==> config.mk <==
export PLATFORM = sky130hd
export DESIGN_NAME = imem_loader
export DESIGN_NICKNAME = d
export VERILOG_FILES = /design/src/rtl/imem_loader.sv
export SDC_FILE = /design/constraint.sdc
export NUM_CORES = 1
export LEC_CHECK = 0
export CAP_MARGIN = 5
export CORE_MARGIN = 1.5
export CORE_UTILIZATION = 45
export CTS_BUF_LIST = sky130_fd_sc_hd__clkbuf_4 sky130_fd_sc_hd__clkbuf_8
export DETAILED_ROUTE_END_ITERATION = 6
export MAX_ROUTING_LAYER = met4
export PLACE_DENSITY_LB_ADDON = 0.2
export SLEW_MARGIN = 20
export SYNTH_ARGS = -nofsm -noshare
export SYNTH_HDL_FRONTEND = slang
export SYNTH_SLANG_ARGS = --single-unit
==> constraint.sdc <==
create_clock -name clk -period 2.8 [get_ports clk]
set_input_delay 0.56 -clock clk [delete_from_list [all_inputs] [get_ports clk]]
set_output_delay 0.56 -clock clk [all_outputs]
set_load 0.1 [all_outputs]
==> src/rtl/imem_loader.sv <==
// imem_loader: runtime program loader for the single-cycle MIPS core.
// It takes a byte stream (valid/ready), assembles big-endian 32-bit words,
// writes them to instruction memory at consecutive word addresses, and keeps
// the CPU in reset until a frame finishes with a matching checksum.
//
// Frame: count_hi, count_lo, N*4 payload bytes (MSB first), XOR checksum byte.
//
// Ports:
//   clk, rst_n      system clock (rising edge), async active-low reset
//   in_valid/in_data/in_ready   byte stream handshake
//   restart         pulse; only acts in DONE or ERROR
//   imem_we/imem_addr/imem_wdata   one-cycle word write to instruction memory
//   cpu_hold        processor reset request (active high)
//   load_done       frame loaded, checksum good
//   load_err        frame aborted (oversize count or bad checksum)
//
// state    | meaning
// ---------+-------------------------------------------------
// S_CNT_HI | waiting for high byte of word count
// S_CNT_LO | waiting for low byte; range-check the count
// S_DATA   | receiving payload bytes, writing each full word
// S_CSUM   | waiting for checksum byte
// S_DONE   | load good, CPU released
// S_ERROR  | load aborted, CPU held

module imem_loader #(
  parameter int ADDR_W = 6
) (
  input  logic              clk,
  input  logic              rst_n,
  input  logic              in_valid,
  input  logic [7:0]        in_data,
  output logic              in_ready,
  input  logic              restart,
  output logic              imem_we,
  output logic [ADDR_W-1:0] imem_addr,
  output logic [31:0]       imem_wdata,
  output logic              cpu_hold,
  output logic              load_done,
  output logic              load_err
);

  typedef enum logic [2:0] {
    S_CNT_HI,
    S_CNT_LO,
    S_DATA,
    S_CSUM,
    S_DONE,
    S_ERROR
  } state_t;

  localparam logic [16:0] MAX_WORDS = 17'd1 << ADDR_W;

  state_t            state, state_nxt;
  logic [7:0]        cnt_hi;
  logic [15:0]       count_n;
  logic [ADDR_W:0]   words_left;
  logic [ADDR_W-1:0] word_idx;
  logic [1:0]        byte_idx;
  logic [7:0]        csum;
  logic [23:0]       asm_word;

  assign count_n = {cnt_hi, in_data};

  always_ff @(posedge clk or negedge rst_n) begin
    if (!rst_n) state <= S_CNT_HI;
    else        state <= state_nxt;
  end

  always_comb begin
    state_nxt = state;
    in_ready  = 1'b0;
    cpu_hold  = 1'b1;
    load_done = 1'b0;
    load_err  = 1'b0;
    case (state)
      S_CNT_HI: begin
        in_ready = 1'b1;
        if (in_valid) state_nxt = S_CNT_LO;
      end
      S_CNT_LO: begin
        in_ready = 1'b1;
        if (in_valid) begin
          if ({1'b0, count_n} > MAX_WORDS) state_nxt = S_ERROR;
          else if (count_n == 16'd0)       state_nxt = S_CSUM;
          else                             state_nxt = S_DATA;
        end
      end
      S_DATA: begin
        in_ready = 1'b1;
        // words_left counts down; last byte of the last word ends payload
        if (in_valid && byte_idx == 2'd3 && words_left == (ADDR_W+1)'(1))
          state_nxt = S_CSUM;
      end
      S_CSUM: begin
        in_ready = 1'b1;
        if (in_valid) state_nxt = (in_data == csum) ? S_DONE : S_ERROR;
      end
      S_DONE: begin
        cpu_hold  = 1'b0;
        load_done = 1'b1;
        if (restart) state_nxt = S_CNT_HI;
      end
      S_ERROR: begin
        load_err = 1'b1;
        if (restart) state_nxt = S_CNT_HI;
      end
      default: state_nxt = S_CNT_HI;
    endcase
  end

  always_ff @(posedge clk or negedge rst_n) begin
    if (!rst_n) begin
      imem_we    <= 1'b0;
      imem_addr  <= '0;
      imem_wdata <= '0;
      cnt_hi     <= '0;
      words_left <= '0;
      word_idx   <= '0;
      byte_idx   <= '0;
      csum       <= '0;
      asm_word   <= '0;
    end else begin
      imem_we <= 1'b0;
      case (state)
        S_CNT_HI: if (in_valid) cnt_hi <= in_data;
        // an out-of-range count goes to ERROR, so truncation here is harmless
        S_CNT_LO: if (in_valid) words_left <= count_n[ADDR_W:0];
        S_DATA: begin
          if (in_valid) begin
            csum     <= csum ^ in_data;
            byte_idx <= byte_idx + 2'd1;
            asm_word <= {asm_word[15:0], in_data};
            if (byte_idx == 2'd3) begin
              imem_we    <= 1'b1;
              imem_wdata <= {asm_word, in_data};
              imem_addr  <= word_idx;
              word_idx   <= word_idx + 1'b1;
              words_left <= words_left - 1'b1;
            end
          end
        end
        S_DONE, S_ERROR: begin
          if (restart) begin
            word_idx <= '0;
            byte_idx <= '0;
            csum     <= '0;
          end
        end
        default: ;
      endcase
    end
  end

endmodule

==> out/results.tsv <==
metric	value	unit
num_vias	3187	
fmaxAchievable	0.477	GHz
relative_slew_slack	59.0	%
switching_share	32.1	%
leakagePower	2.63	nW
grt_start_max_net_pins	63	
cts_repair_resize_count	0	
part_of_the_total_power_dissipated_in_combinational_logic	20.2	%
place.detailed.hpwl	6090	µm
cts_inserted_buffers	9	
drc	7	
holdCritPathClass	input pin to asynchronous set/reset pin	
initial_core_util	46.8	%
pin_count	55	
core.rowCount	34	
fin_worst_skew	0.00895	ns
grt_util_all_layers	20.5	%
final_max_slew_viol_count	0	
finalHoldViolations	0	
die_area	0.00973	mm²
crit_path_end_kind	output pin	
post-route-cell-area	0.00489	mm²
cp_data_required_time	2.24	ns
clock_tree.root_cell	sky130_fd_sc_hd__clkbuf_8	
yosys_most_used_dff	sky130_fd_sc_hd__dfrtp_1	
grt_first_pass_wirelength	15100	µm
most_frequent_standard_cell_in_the_layout_excluding_fill_and_tap_cells	sky130_fd_sc_hd__nand2_1	
viasPerCell	5.15	
clkSlewWorstSetupHoldPaths	0.10	ns
cap_viol_max_count	0	
cts-root-to-sink-buffers	2	
dominant_cell_type_by_area_after_synthesis	sky130_fd_sc_hd__dfrtp_1	
cts_sinks	97	
drive_gt1_share	15.9	%
average_wire_per_cell_in_the_routed_design	14.4	µm
synth_cells	454	
worst-setup-path-type	flop to output pin	
avgSynthCellArea	9.07	µm²
nFillCells	826	
clock_tree_from_tritoncts	built	
ys_ff_latch	97	
nets	522	
ys_async_sr_fraction	100	%
synth_top_cells_by_area	sky130_fd_sc_hd__dfrtp_1 59%, sky130_fd_sc_hd__nand2_1 19%, sky130_fd_sc_hd__o21ai_0 3.3%	
n_antenna_cell	0	
setup_tns_after_final_layout	0	ns
drc_marker_count_from_the_first_detailed_route_iteration	144	
grt_overflow	0	
fin_crit	2.10	ns
gpl.final_weighted_congestion	0.878	
timing.critical_path.cells	nor2b_1 -> nand2_1 -> inv_1 -> buf_4	
violated_checks	DRC	
number_of_global_route_vias_before_repair	3042	
post_dp_cell_area	0.00468	mm²
synth_top_area_share	58.9	%
synthDistinctLibCells	38	
postRouteWirelength	8920	µm
antenna_violations_before_repair	0	
die_h	98.7	µm
core_area	0.00881	mm²
cts.hold.buffers_added	0	
crit_fanout	13	
port_buffers	54	
post_cts_setup_buffer_count	0	
syn-num-nets	470	
gr-max-usage-layer	met2	
internal_power	2.22	mW
run_status	finished, violations left	
worst-endpoint-arrival	1.54	ns
power_frac_clock	29.5	%
worst_path_max_delay_cell	sky130_fd_sc_hd__dfrtp_1	
die-width	98.7	µm
antenna_violating_nets_post_route	0	
timing.critical_path.slowest_cell_delay	0.51	ns
power.density	667	mW/mm²
setup_viol	0	
yosysWarnings	0	
syn-cell-area	0.00412	mm²
most-common-layout-cells	203 x sky130_fd_sc_hd__nand2_1, 97 x sky130_fd_sc_hd__dfrtp_1, 51 x sky130_fd_sc_hd__buf_4, 27 x sky130_fd_sc_hd__o21ai_0, 22 x sky130_fd_sc_hd__nor2_1	
vdd_drop_max	0.335	mV
switchingPower	1.05	mW
global_route.usage.met2	30.0	%
clkLatencyLatePin	0.36	ns
share_of_power_burned_in_registers	50.3	%
gr-usage-met3	3.69	%
timing.final.crit_share	74.9	%
cts-htree-levels	3	
totalPowerFinal	3.26	mW
count_of_flip_flops_with_a_built_in_enable_after_synthesis	0	
grt.met1_usage	28.2	%
worstPathBufferInverterCount	2	
unrepaired_setup_endpoints_after_global_routing	no	
detail_route.first_pass.iterations	7	
worst_pin_slew	0.614	ns
synth_sequential_area_ratio	58.9	%
critical-path-top-delay-family	flip-flops	
timing.critical_path.from_type	flop	
syn2layout_area_growth	18.8	%
==> power groups by stage <==
stage          combinational (mW)  sequential, mW  clock (mW)
6_report                    0.658            1.64       0.963
5_1_grt                     0.715            1.66        1.05
3_5_place_dp                0.664            1.67           0
2_1_floorplan               0.487            1.63           0
3_3_place_gp                0.652            1.66           0
4_1_cts                     0.666            1.64       0.987
==> cell families (layout without fill, tap and decap cells) <==
kind of cell | count (synthesis) | after routing | share of synthesized area, %
and+or+nand+nor | 256 | 256 | 25.1
DFF | 97 | 97 | 58.9
AOI/OAI and AO/OA | 48 | 48 | 6.87
buffers and inverters | 28 | 85 | 2.86
xor gates and xnor gates | 12 | 12 | 2.55
muxes | 9 | 9 | 2.43
adders and majority gates | 4 | 4 | 1.22
==> final cells by class <==
cell class	count	area (µm²)	area share, %
flip-flops and latches	97	2430	49.6
well taps	108	135	2.76
repair buffers	63	523	10.7
clock buffers	11	151	3.09
inverters	6	22.5	0.460
multi-input cells	329	1570	32.1
clock inverters	5	60.1	1.23
==> layer usage <==
metal / vias to the layer above / routed length, µm
met5: - / 0
li1: 1561 / -
met3: 12 / 396
met4: 0 / 150
met1: 1540 / 4240
met2: 74 / 4140
==> cell usage after synthesis, drive strengths merged (2+ instances only) <==
cell / number
ha: 4
inv: 6
nor3: 5
a21oi: 8
dfrtp: 97
nand2: 204
nand3: 8
nor3b: 2
o211ai: 2
o21ai: 27
a22oi: 2
buf: 8
or3: 2
nand4: 3
nor2: 22
mux2: 8
xor2: 12
clkbuf: 14
and2: 2
nand2b: 2
nor4: 4
==> worst paths after layout <==
kind,startpoint,end,slack (ns),cells past startpoint
max,state[1]$_DFFE_PN0P_,load_done,0.70,4
min,rst_n,imem_wdata[8]$_DFFE_PN0P_,0.14,1
min reg2reg,asm_word[22]$_DFFE_PN0P_,imem_wdata[30]$_DFFE_PN0P_,0.48,2
min in group clk,asm_word[22]$_DFFE_PN0P_,imem_wdata[30]$_DFFE_PN0P_,0.48,2
max in group asynchronous,rst_n,state[0]$_DFFE_PN0P_,1.96,2
max reg2reg,state[1]$_DFFE_PN0P_,word_idx[4]$_DFFE_PN0P_,0.77,8
==> registers in the layout, summed over array words and instances, names as in the netlist <==
signal and count:
imem_we 1, imem_addr 6, cnt_hi 8, words_left 7, csum 8, word_idx 6
byte_idx 2, state 3, imem_wdata 32, asm_word 24
==> per-stage QoR <==
stage | cells | util (%) | hold slack, ns | setup WS [ns]
CTS | 619 | 55.6 | 0.149 | 0.688
global placement | 603 | 53.2 | 0.454 | 0.561
global route | 619 | 55.6 | 0.160 | 0.538
detailed placement | 603 | 53.2 | 0.459 | 0.492
floorplan | 454 | - | 0.264 | 0.197
finish | 619 | 55.6 | 0.143 | 0.702
(Power assumes the default switching activity.)
